### config.mk
export PLATFORM = sky130hd
export DESIGN_NAME = mult_issue_queue
export DESIGN_NICKNAME = d
export VERILOG_FILES = /design/src/rtl/mult_issue_queue.sv
export SDC_FILE = /design/constraint.sdc
export NUM_CORES = 1
export LEC_CHECK = 0
export BUFFER_PORTS_ARGS = -buffer_cell sky130_fd_sc_hd__buf_4
export CAP_MARGIN = 20
export CELL_PAD_IN_SITES_DETAIL_PLACEMENT = 1
export CELL_PAD_IN_SITES_GLOBAL_PLACEMENT = 1
export CORE_AREA = 5 5 217 219
export DETAILED_ROUTE_END_ITERATION = 10
export DIE_AREA = 0 0 222 224
export PLACE_DENSITY_LB_ADDON = 0.1
export SLEW_MARGIN = 20
export SYNTH_ARGS = -nofsm -noshare
export SYNTH_HDL_FRONTEND = slang
export SYNTH_SLANG_ARGS = --single-unit
### constraint.sdc
create_clock -name clk -period 5.04 [get_ports clk]
set_input_delay 0.252 -clock clk [delete_from_list [all_inputs] [get_ports clk]]
set_output_delay 0.252 -clock clk [all_outputs]
set_load 0.01 [all_outputs]
### src/rtl/mult_issue_queue.sv
// Collapsing reservation station for the pipelined multiplier. Entry 0 is the
// oldest entry. Each cycle the oldest entry whose two operands are ready is issued.
module mult_issue_queue #(
  parameter int DEPTH = 4,
  parameter int TAG_W = 6,
  localparam int CNT_W = $clog2(DEPTH + 1),
  localparam int IDX_W = $clog2(DEPTH)
) (
  input  logic             clk,
  input  logic             rst,
  input  logic             flush,
  input  logic             dispatch_en,
  input  logic [2:0]       dispatch_funct3,
  input  logic [TAG_W-1:0] dispatch_rd_tag,
  input  logic             dispatch_rs1_rdy,
  input  logic             dispatch_rs2_rdy,
  input  logic [31:0]      dispatch_rs1_data,
  input  logic [31:0]      dispatch_rs2_data,
  input  logic [TAG_W-1:0] dispatch_rs1_tag,
  input  logic [TAG_W-1:0] dispatch_rs2_tag,
  output logic             queue_full,
  input  logic             cdb_valid,
  input  logic [TAG_W-1:0] cdb_tag,
  input  logic [31:0]      cdb_data,
  input  logic             issue_allow,
  output logic             queue_en,
  output logic [31:0]      op1,
  output logic [31:0]      op2,
  output logic [2:0]       funct3,
  output logic [TAG_W-1:0] tag_in,
  output logic             tag_in_valid,
  output logic [CNT_W-1:0] occupancy
);

  typedef struct packed {
    logic [2:0]       funct3;
    logic [TAG_W-1:0] rd_tag;
    logic             rs1_rdy;
    logic [TAG_W-1:0] rs1_tag;
    logic [31:0]      rs1_data;
    logic             rs2_rdy;
    logic [TAG_W-1:0] rs2_tag;
    logic [31:0]      rs2_data;
  } entry_t;

  entry_t           ent_q [DEPTH];
  entry_t           cap   [DEPTH];
  entry_t           ent_n [DEPTH];
  entry_t           new_ent;
  logic [CNT_W-1:0] count_q;
  logic [CNT_W-1:0] count_n;
  logic [CNT_W-1:0] cnt_after;
  logic             found;
  logic [IDX_W-1:0] sel;
  logic             dispatch_ok;

  // Only the entries below count_q are valid. The slots above it hold stale data.
  always_comb begin
    found = 1'b0;
    sel   = '0;
    for (int i = 0; i < DEPTH; i++) begin
      if (!found && (CNT_W'(i) < count_q) && ent_q[i].rs1_rdy && ent_q[i].rs2_rdy) begin
        found = 1'b1;
        sel   = IDX_W'(i);
      end
    end
  end

  assign queue_en     = issue_allow & found & ~flush;
  assign tag_in_valid = queue_en;
  assign op1          = queue_en ? ent_q[sel].rs1_data : '0;
  assign op2          = queue_en ? ent_q[sel].rs2_data : '0;
  assign funct3       = queue_en ? ent_q[sel].funct3   : '0;
  assign tag_in       = queue_en ? ent_q[sel].rd_tag   : '0;
  assign queue_full   = (count_q == CNT_W'(DEPTH));
  assign occupancy    = count_q;

  always_comb begin
    for (int i = 0; i < DEPTH; i++) begin
      cap[i] = ent_q[i];
      if (cdb_valid && !cap[i].rs1_rdy && (cap[i].rs1_tag == cdb_tag)) begin
        cap[i].rs1_rdy  = 1'b1;
        cap[i].rs1_data = cdb_data;
      end
      if (cdb_valid && !cap[i].rs2_rdy && (cap[i].rs2_tag == cdb_tag)) begin
        cap[i].rs2_rdy  = 1'b1;
        cap[i].rs2_data = cdb_data;
      end
    end
  end

  // A new micro-op can take an operand from the CDB in the same cycle that it is dispatched.
  always_comb begin
    new_ent.funct3   = dispatch_funct3;
    new_ent.rd_tag   = dispatch_rd_tag;
    new_ent.rs1_rdy  = dispatch_rs1_rdy;
    new_ent.rs1_tag  = dispatch_rs1_tag;
    new_ent.rs1_data = dispatch_rs1_data;
    new_ent.rs2_rdy  = dispatch_rs2_rdy;
    new_ent.rs2_tag  = dispatch_rs2_tag;
    new_ent.rs2_data = dispatch_rs2_data;
    if (!dispatch_rs1_rdy && cdb_valid && (dispatch_rs1_tag == cdb_tag)) begin
      new_ent.rs1_rdy  = 1'b1;
      new_ent.rs1_data = cdb_data;
    end
    if (!dispatch_rs2_rdy && cdb_valid && (dispatch_rs2_tag == cdb_tag)) begin
      new_ent.rs2_rdy  = 1'b1;
      new_ent.rs2_data = cdb_data;
    end
  end

  always_comb begin
    dispatch_ok = dispatch_en & ~queue_full;
    cnt_after   = count_q - CNT_W'(queue_en);
    for (int i = 0; i < DEPTH; i++) begin
      ent_n[i] = cap[i];
    end
    if (queue_en) begin
      for (int i = 0; i < DEPTH - 1; i++) begin
        if (IDX_W'(i) >= sel) begin
          ent_n[i] = cap[i+1];
        end
      end
    end
    for (int i = 0; i < DEPTH; i++) begin
      if (dispatch_ok && (CNT_W'(i) == cnt_after)) begin
        ent_n[i] = new_ent;
      end
    end
    count_n = flush ? '0 : cnt_after + CNT_W'(dispatch_ok);
  end

  always_ff @(posedge clk) begin
    if (rst) begin
      count_q <= '0;
      for (int i = 0; i < DEPTH; i++) begin
        ent_q[i] <= '0;
      end
    end else begin
      count_q <= count_n;
      for (int i = 0; i < DEPTH; i++) begin
        ent_q[i] <= ent_n[i];
      end
    end
  end

endmodule

==> results of run 1 <==
[placed cells by master, fill, tap and decap left out, drive strengths merged, types with 5 or more instances in the layout]
master / count
o22ai: 67
clkinv: 9
or2: 5
dlygate4sd3: 55
mux2i: 119
nand3: 24
o2111a: 25
xor2: 19
a22oi: 31
dfxtp: 351
or3: 36
mux4: 69
a211oi: 54
a2bb2oi: 18
o21ai: 43
nand2b: 8
nand2: 222
clkbuf: 62
o2bb2ai: 19
a221o: 97
nor3: 21
buf: 262
and2: 73
o32ai: 33
nor2: 77
o211a: 33
a21oi: 170
nand4: 8
o221ai: 136
xnor2: 44
a211o: 10
nor2b: 11
a32oi: 11
a21o: 34
o31ai: 8
inv: 45
[per-layer routing]
layer | vias up | track usage, % | part of all wire, % | wire, microns
li1 | 8754 | - | - | -
met1 | 10399 | 45.0 | 42 | 36600
met2 | 1060 | 53.5 | 46 | 40200
met3 | 217 | 6.64 | 8.4 | 7330
met4 | 12 | 12.9 | 3.5 | 3050
met5 | - | 0 | 0.094 | 82
[final cells by class]
type / count / share of cell area [%]
inverters: 44 / 0.699
repair buffers: 317 / 10.7
clock buffers: 62 / 5.28
clock inverters: 14 / 0.725
well taps: 600 / 3.13
flip-flops and latches: 351 / 29.3
multi-input cells: 1554 / 50.2
[cell usage after synthesis (all sizes together) (21+ instances only)]
library cell / count / area share [%]
a211oi: 54 / 2.1
a21o: 34 / 1.3
a21oi: 170 / 4.3
a221o: 97 / 4.8
a22oi: 31 / 1.1
and2: 73 / 2.3
buf: 122 / 3.5
clkbuf: 143 / 2.6
dfxtp: 351 / 35
inv: 44 / 0.81
mux2i: 119 / 5.9
mux4: 69 / 7.6
nand2: 222 / 4.2
nand3: 24 / 0.59
nor2: 77 / 1.4
nor3: 21 / 0.60
o2111a: 25 / 1.4
o211a: 33 / 1.6
o21ai: 43 / 1.1
o221ai: 136 / 5.9
o22ai: 67 / 2.1
o32ai: 33 / 1.4
or3: 36 / 1.1
xnor2: 44 / 1.9
[timing repair]
item / in CTS / in global routing
endpoints found under the hold margin: 99 / 0
buffers inserted: 0 / 0
hold buffers: 55 / 0
[where the power goes]
group | internal [mW] | total [mW] | leakage (nW) | switching (mW)
registers | 2.89 | 2.98 | 2.85 | 0.0880
logic | 0.354 | 0.843 | 6.30 | 0.490
clock network | 1.94 | 3.23 | 0.721 | 1.28
[sequential cells by signal (all words and copies together), names as in the netlist]
register   flops
occupancy      3
ent_q        348
[through the flow]
step / util (%) / worst slack [ps] / std cells / total power [mW] / cell area [sq um]
2_1_floorplan: - / 1390 / 2214 / 3.50 / 20300
3_3_place_gp: 49.0 / 1030 / 2811 / 3.78 / 22000
3_5_place_dp: 49.0 / 859 / 2811 / 3.82 / 22000
4_1_cts: 53.4 / 498 / 2942 / 7.06 / 24000
5_1_grt: 53.5 / 267 / 2942 / 7.26 / 24000
6_report: 53.5 / 442 / 2942 / 7.05 / 24000
[cell families (layout without fill, tap and decap cells)]
family,Yosys count,after routing
AO/OA/AOI/OAI,800,800
XOR/XNOR,63,63
adder cells (fa/ha/maj),4,4
buffers and inverters,309,437
flip-flops,351,351
multiplexers,189,189
AND/OR/NAND/NOR,498,498
[how the worst max path moves through the flow]
stage / startpoint / end / slack (ps)
after global routing: occupancy[2]$_SDFF_PP0_ / ent_q[0][23]$_SDFF_PP0_ / 270
after floorplan: occupancy[2]$_SDFF_PP0_ / ent_q[1][61]$_SDFF_PP0_ / 1390
after detailed placement: occupancy[2]$_SDFF_PP0_ / ent_q[1][15]$_SDFF_PP0_ / 860
after global placement: occupancy[2]$_SDFF_PP0_ / ent_q[1][14]$_SDFF_PP0_ / 1030
final: occupancy[2]$_SDFF_PP0_ / ent_q[0][0]$_SDFF_PP0_ / 440
after CTS: occupancy[2]$_SDFF_PP0_ / ent_q[0][23]$_SDFF_PP0_ / 500
[worst min-delay path, delay by kind of cell]
family	cells	cell delay, ps
buf+inv	2	240
compound gates	1	60
==> results.yml, run 1 <==
cells_and_area:
  multi_input_area_sq_um: 12000
  nets: 2445
  drive_above_1_share_pct: 19.0
  syn_to_final_growth_pct: 18.0
  seq_area_sq_um: 7030
  antenna_cells: 0
  fillCellCount: 5099
synthesis:
  synth-adder-area-share_pct: 0.246
  synth_xor_area_share_pct: 2.71
  synth_simple_gate_area_share_pct: 11.6
  yosysSeqAreaShare_pct: 34.6
  syn-num-nets: 2349
  ys_types: 68
  synth-seq-cells: 351
  synth_cells: 2214
  synth_ff_type: "dfxtp_1"
  synth_edf_count: 0
  syn_area_sq_um: 20300
  async_reset_ff_share_pct: 0
  synth_top_family_by_area: "compound AO/OA/AOI/OAI gates"
  ys_warn_count: 0
  avgSynthCellArea_sq_um: 9.18
  synth-compound-area-share_pct: 30.4
  synthMuxAreaShare_pct: 13.6
min_path:
  hold_path.startpoint: "cdb_data[25]"
  hold_path.class: "in2reg"
  hold_depth: 3
  holdPathEnd: "ent_q[3][25]$_SDFF_PP0_"
pwr:
  ir_worst_vdd_uv: 218
  power.leakage_nw: 9.87
  powerDensity_nw_per_um2: 294
setup_path:
  critical_path_class: "reg2reg"
  start_kind: "flop"
  cp_max_fo: 26
  path_delay_family: "compound AO/OA/AOI/OAI gates"
  slowest_delay_ps: 560
  reg2reg_slack_ps: 440
  crit_cells: 14
  crit_chain: "o311ai_4 > nand2_1 > o31ai_1 > inv_2 > ha_1 > ha_1 > or2_0 > a211o_2 > nand2_2 > a211o_1 > buf_4 > a21oi_1 > a221o_1 > dlygate4sd3_1"
  slowest_stage: "dlygate4sd3_1"
  r2r_cells: 14
  end_kind: "flop"
  required_ps: 5500
  timing.critical_path.mode_cell: "ha_1"
  reg2reg_to: "ent_q[0][0]$_SDFF_PP0_"
  critPathArrivalTime_ps: 5050
  rr_startpoint: "occupancy[2]$_SDFF_PP0_"
  critPathBufInv: 3
global_routing:
  grt_pass1_vias: 21256
  grt_overflow: 0
  grtUsageTotal_pct: 33.5
  grt_pass1_wl_microns: 132000
  grt_start_max_net_pins: 103
  antenna_found_initial: 6
run:
  max_cap_viol_count: 0
die:
  die_h_microns: 224
  num_io_pins: 210
  core_area_sq_um: 44900
  die-area_sq_um: 49700
  initial_utilization_pct: 45.3
  die_w_microns: 222
  std_cell_rows: 78
sta:
  hold_ws_ps: 27.4
  relSlewSlack_pct: 24.0
  worst_slew_pin_slew_ps: 1140
  fin_crit_sh_pct: 91.2
  setup_tns_ps: 0
  period_needed_ps: 4600
  drv_slew: 0
  rsz0062_at_grt: "false"
  fmax_mhz: 217
  setup_viol: 0
  hold_viol: 0
  clock_skew_ps: 13.1
cts:
  htreeDepth: 2
  cts_num_sinks: 351
  clkTransAtPathRegs_ps: 60
  numCtsBuffers: 42
  cts_resized: 0
  clock_path_buffers: 3
  cts_tree: "built"
  clk_latency_ps: 580
  root_buffer: "clkbuf_16"
drt:
  postRouteAntennaNets: 0
  viasPerCell: 6.95
  remaining_drc_errors: 0
  drt-total-wl_microns: 87300
  vias: 20442
  drtIter0Drc: 2061
  wl_per_cell_microns: 29.7
  drt_pass1_iterations: 6
placed_design:
  hpwl_microns: 52700
  place.gp.congestion: 0.840
  port_buffers: 209
outcome:
  run_status: "finished clean"
Power figures use the tool's default switching activity.
==> run 2: changes to the inputs <==
--- a/config.mk
+++ b/config.mk
@@ -12,6 +12,7 @@
 export CORE_AREA = 5 5 217 219
 export DETAILED_ROUTE_END_ITERATION = 10
 export DIE_AREA = 0 0 222 224
+export MAX_ROUTING_LAYER = met4
 export PLACE_DENSITY_LB_ADDON = 0.1
 export SLEW_MARGIN = 20
 export SYNTH_ARGS = -nofsm -noshare
==> run 2 against run 1 <==
Fmax is 0.55% lower. Die area did not move. Setup slack worse by 25 ps. Sequential share of layout area is essentially flat. Hold slack worse by 5.6 ps. First-iteration DRC count is 2.0% lower. Critical path depth is the same. Clock skew grew 3.9 ps. Core utilization about the same. Via count fell by 0.33%. Global-route usage rose by 1.0 points. Critical path type unchanged. Critical endpoint unchanged.
==> results.yml, run 2 (synthesis gave the netlist of run 1 again) <==
outcome:
  run_status: "finished clean"
die:
  die_h_microns: 224
  die-area_sq_um: 49700
  die_w_microns: 222
  num_io_pins: 210
  initial_utilization_pct: 45.3
  core_area_sq_um: 44900
  std_cell_rows: 78
cells_and_area:
  largest_reg_flops: 348
  seq_area_sq_um: 7030
  fillCellCount: 5105
  final_common_cell: "dfxtp_1"
  instances_no_fill: 2948
  nets: 2445
  largest_register: "ent_q"
  mostFrequentLayoutCells: "dfxtp_1 (351), buf_4 (258), nand2_1 (216)"
  syn_to_final_growth_pct: 18.1
  multi_input_area_sq_um: 12000
  fin_util_pct: 53.5
  fin_area_sq_um: 24000
  drive_above_1_share_pct: 19.0
drt:
  remaining_drc_errors: 0
  drt_pass1_iterations: 6
  viasPerCell: 6.91
  drtIter0Drc: 2020
  wl_per_cell_microns: 29.6
  postRouteAntennaNets: 0
  drt-total-wl_microns: 87300
  vias: 20375
setup_path:
  critPathArrivalTime_ps: 5080
  required_ps: 5500
  reg2reg_to: "ent_q[0][0]$_SDFF_PP0_"
  slowest_delay_ps: 560
  rr_startpoint: "occupancy[2]$_SDFF_PP0_"
  crit_cells: 14
  critical_path_class: "reg2reg"
  timing.critical_path.mode_cell: "ha_1"
  crit_chain: "o311ai_4 > nand2_1 > o31ai_1 > inv_2 > ha_1 > ha_1 > or2_0 > a211o_2 > nand2_2 > a211o_1 > buf_4 > a21oi_1 > a221o_1 > dlygate4sd3_1"
  reg2reg_slack_ps: 420
  critPathBufInv: 3
  end_kind: "flop"
  cp_max_fo: 26
  cp-startpoint: "occupancy[2]$_SDFF_PP0_"
  cp-endpoint: "ent_q[0][0]$_SDFF_PP0_"
  path_delay_family: "compound AO/OA/AOI/OAI gates"
  r2r_cells: 14
  start_kind: "flop"
  slowest_stage: "dlygate4sd3_1"
global_routing:
  grt_pass1_wl_microns: 132000
  grt_overflow: 0
  antenna_found_initial: 7
  grtUsageTotal_pct: 34.5
  grt_start_max_net_pins: 103
  grt_pass1_vias: 21246
cts:
  cts_num_sinks: 351
  cts_resized: 0
  root_buffer: "clkbuf_16"
  postCtsSetupRepairBufs: 0
  clkTransAtPathRegs_ps: 60
  clk_latency_ps: 580
  numCtsBuffers: 42
  htreeDepth: 2
  cts_tree: "built"
  clock_path_buffers: 3
sta:
  hold_viol: 0
  relSlewSlack_pct: 23.2
  setup_tns_ps: 0
  period_needed_ps: 4620
  fin_crit_sh_pct: 91.7
  clock_skew_ps: 17.0
  fin_ws_ps: 416
  setup_viol: 0
  fmax_mhz: 216
  rsz0062_at_grt: "false"
  worst_slew_pin_slew_ps: 1150
  drv_slew: 0
run:
  max_cap_viol_count: 0
pwr:
  ir_worst_vdd_uv: 218
  powerDensity_nw_per_um2: 293
  power.leakage_nw: 9.87
min_path:
  hold_path.class: "in2reg"
placed_design:
  port_buffers: 209
  hpwl_microns: 52700
  placed_area_sq_um: 22000
  dp_slack_ps: 859
  dp.cells: 2811
  place.gp.congestion: 0.853
-- run 2: where the power goes --
group | switching [mW] | internal (mW) | leakage, nW | total (mW)
clock | 1.28 | 1.94 | 0.721 | 3.22
combinational | 0.490 | 0.354 | 6.30 | 0.843
sequential | 0.0886 | 2.89 | 2.85 | 2.98
-- run 2: final cells by class --
| type | count | share of cell area (%) |
|---|---|---|
| antenna | 6 | 0.0625 |
| clock buffer | 62 | 5.28 |
| clock inverter | 14 | 0.724 |
| inverter | 44 | 0.698 |
| multi-input combinational | 1554 | 50.2 |
| sequential | 351 | 29.3 |
| tap | 600 | 3.13 |
| timing repair buffer | 317 | 10.7 |
-- run 2: worst min-delay path by stage --
stage	depth (start not counted)	slack (ps)	to	startpoint
6_report	2	20	ent_q[2][19]$_SDFF_PP0_	cdb_data[19]
5_1_grt	2	30	ent_q[2][5]$_SDFF_PP0_	cdb_data[5]
4_1_cts	3	4	ent_q[3][46]$_SDFF_PP0_	dispatch_rs1_data[7]
3_5_place_dp	2	470	ent_q[3][81]$_SDFFE_PP0P_	ent_q[3][81]$_SDFFE_PP0P_
3_3_place_gp	2	460	ent_q[3][81]$_SDFFE_PP0P_	ent_q[3][81]$_SDFFE_PP0P_
2_1_floorplan	1	330	occupancy[0]$_SDFF_PP0_	flush
-- run 2: repair_timing --
item / 4_1_cts / 5_1_grt
endpoints found under the hold margin: 99 / 0
hold buffers: 55 / 0
endpoints found under the setup margin: 0 / 0
-- run 2: stage by stage --
| stage | hold WS [ps] | power [mW] |
|---|---|---|
| 2_1_floorplan | 328 | 3.50 |
| 3_3_place_gp | 460 | 3.78 |
| 3_5_place_dp | 468 | 3.82 |
| 4_1_cts | 3.59 | 7.06 |
| 5_1_grt | 26.7 | 7.26 |
| 6_report | 21.8 | 7.04 |
-- run 2: routing by layer --
layer / GRT usage, % / part of all wire, % / vias to the layer above
li1: - / - / 8756
met1: 45.2 / 42 / 10286
met2: 53.6 / 46 / 1106
met3: 6.21 / 8.7 / 227
met4: 12.8 / 3.6 / 0
met5: - / 0 / -
==> run 3: changes to the inputs <==
--- a/config.mk
+++ b/config.mk
@@ -5,13 +5,14 @@
 export SDC_FILE = /design/constraint.sdc
 export NUM_CORES = 1
 export LEC_CHECK = 0
+export ABC_AREA = 1
 export BUFFER_PORTS_ARGS = -buffer_cell sky130_fd_sc_hd__buf_4
 export CAP_MARGIN = 20
 export CELL_PAD_IN_SITES_DETAIL_PLACEMENT = 1
 export CELL_PAD_IN_SITES_GLOBAL_PLACEMENT = 1
-export CORE_AREA = 5 5 217 219
+export CORE_AREA = 5 5 252 254
 export DETAILED_ROUTE_END_ITERATION = 10
-export DIE_AREA = 0 0 222 224
+export DIE_AREA = 0 0 257 259
 export MAX_ROUTING_LAYER = met4
 export PLACE_DENSITY_LB_ADDON = 0.1
 export SLEW_MARGIN = 20
==> run 3 against run 2 <==
Largest power group unchanged. Largest cell class unchanged. Area after synthesis is 25% higher. Clock power is 1% higher. Fmax is 11% higher.
==> results.yml, run 3 <==
sta:
  period_needed_ps: 4180
  hold_ws_ps: 50.1
  hold_viol: 0
  setup_tns_ps: 0
  fmax_mhz: 239
  worst_slew_pin_slew_ps: 1120
  drv_slew: 0
  clock_skew_ps: 21.9
  fin_crit_sh_pct: 83.0
  relSlewSlack_pct: 25.6
  fin_ws_ps: 856
  setup_viol: 0
  rsz0062_at_grt: "false"
die:
  initial_utilization_pct: 41.5
  core_area_sq_um: 61000
  std_cell_rows: 91
  num_io_pins: 210
  die_h_microns: 259
  die_w_microns: 257
  die-area_sq_um: 66600
synthesis:
  synth_cells: 4530
  yosysSeqAreaShare_pct: 27.7
  yosys.area.top_type: "dfxtp_1"
  ys_warn_count: 0
  ys_types: 34
  ys_top_cells_by_count: "nand2_1 (1370), nand3_1 (1049), inv_1 (550), dfxtp_1 (351), nor2_1 (348)"
  synth_top_area_share_pct: 27.7
  synth-seq-cells: 351
  ys_top_cells_by_area: "dfxtp_1 (28%), nand3_1 (21%), nand2_1 (20%)"
  synth_edf_count: 0
  synth_ff_type: "dfxtp_1"
  async_reset_ff_share_pct: 0
  syn_area_sq_um: 25300
  syn-num-nets: 4665
  synth.most_common_cell: "nand2_1"
  avgSynthCellArea_sq_um: 5.59
min_path:
  hold_path.class: "in2reg"
setup_path:
  slowest_delay_ps: 580
  end_kind: "output port"
  crit_chain: "nor2_2 > nand2_1 > a21oi_2 > nand2_4 > nand2_4 > buf_4 > nand2_1 > nand3_1 > a21oi_1 > buf_4"
  required_ps: 4790
  path_delay_family: "simple AND/OR/NAND/NOR gates"
  critPathBufInv: 2
  start_kind: "flop"
  slowest_stage: "nand2_4"
  critPathArrivalTime_ps: 3930
  cp_max_fo: 52
  critical_path_class: "reg2out"
outcome:
  run_status: "finished clean"
global_routing:
  antenna_found_initial: 1
  grtUsageTotal_pct: 36.9
  grt_pass1_vias: 31363
  grt_pass1_wl_microns: 188000
  grt_overflow: 0
  grt_start_max_net_pins: 131
pwr:
  combPwrFrac_pct: 15.8
  clockPowerShare_pct: 44.3
  powerDensity_nw_per_um2: 255
  switchingPower_mw: 2.28
  seqPwrFrac_pct: 39.9
  ir_worst_vdd_uv: 236
  power.leakage_nw: 14.5
  swShare_pct: 30.9
  p_int_mw: 5.08
  finalPower_mw: 7.36
placed_design:
  placed_area_sq_um: 27200
  dp_slack_ps: 1390
  place.gp.congestion: 0.869
  hpwl_microns: 71900
  dp.cells: 5243
  port_buffers: 209
drt:
  wl_per_cell_microns: 23.3
  remaining_drc_errors: 0
  viasPerCell: 5.84
  postRouteAntennaNets: 0
  drtIter0Drc: 2743
  drt_pass1_iterations: 5
  vias: 31182
  drt-total-wl_microns: 125000
cells_and_area:
  final_common_cell: "nand2_1"
  syn_to_final_growth_pct: 13.7
  nets: 4656
  largest_register: "ent_q"
  instances_no_fill: 5342
  drive_above_1_share_pct: 8.94
  fin_util_pct: 47.2
  antenna_cells: 0
  largest_reg_flops: 348
  fin_area_sq_um: 28800
  mostFrequentLayoutCells: "nand2_1 (1367), nand3_1 (1047), inv_1 (548)"
run:
  max_cap_viol_count: 0
cts:
  root_buffer: "clkbuf_16"
  cts_tree: "built"
  htreeDepth: 2
  numCtsBuffers: 45
  clock_path_buffers: 3
  clkTransAtPathRegs_ps: 60
  postCtsSetupRepairBufs: 0
  cts_num_sinks: 351
  holdBufCountCts: 21
  cts_resized: 0
  clk_latency_ps: 610
## run 3: cell families (layout without fill, tap and decap cells)
logic type               after synthesis  in the layout  share of synthesized area, %
AO/OA/AOI/OAI                        333            333                          6.96
flip-flops                           351            351                          27.7
AND/OR/NAND/NOR                     2908           2908                          50.2
XOR/XNOR                              12             12                         0.415
buffers and inverters                922            944                          14.4
adder cells (fa/ha/maj)                4              4                         0.198
## run 3: final timing paths
kind,slack [ps],cells past startpoint,start,end
min,50,2,rst,ent_q[2][81]$_SDFFE_PP0P_
min reg2reg,480,2,ent_q[3][86]$_SDFFE_PP0P_,ent_q[3][86]$_SDFFE_PP0P_
max,860,10,occupancy[2]$_SDFF_PP0_,op1[30]
max reg2reg,1270,17,occupancy[2]$_SDFF_PP0_,ent_q[0][52]$_SDFF_PP0_
## run 3: metal layers
metal	up-vias	track usage, %	part of all wire, %
met1	15001	45.2	40
met3	388	5.96	9.0
met2	1450	60.0	45
met4	0	17.0	5.5
met5	-	-	0
li1	14343	-	-
## run 3: final cells by class
cell class / count / area [sq um]
clock buffers: 72 / 1360
clock inverters: 6 / 52.6
fillers: 8662 / 32200
inverters: 571 / 2160
multi-input cells: 3257 / 14800
flip-flops and latches: 351 / 7030
well taps: 790 / 988
repair buffers: 295 / 2420
## run 3: worst reg2reg max path: stages (launching register included)
cell and delay (ps):
dfxtp_1 370, nor2_2 210, nor2_1 80, nand2_1 90, nand2_1 140, o21ai_4 170
inv_1 100, ha_1 210, ha_1 200, inv_1 60, nand2_1 50, nand2_2 190
nor3_4 110, nor2_4 800, buf_12 480, nand3_1 230, o21ai_1 110, nor2_1 60
## run 3: power by group through the flow
stage          Sequential (mW)  Combinational [mW]  Clock (mW)
6_report                  2.93                1.16        3.26
5_1_grt                   2.94                1.25        3.38
4_1_cts                   2.93                1.13        3.28
3_5_place_dp              2.99                1.11           0
3_3_place_gp              2.99                1.09           0
2_1_floorplan             2.98               0.690           0
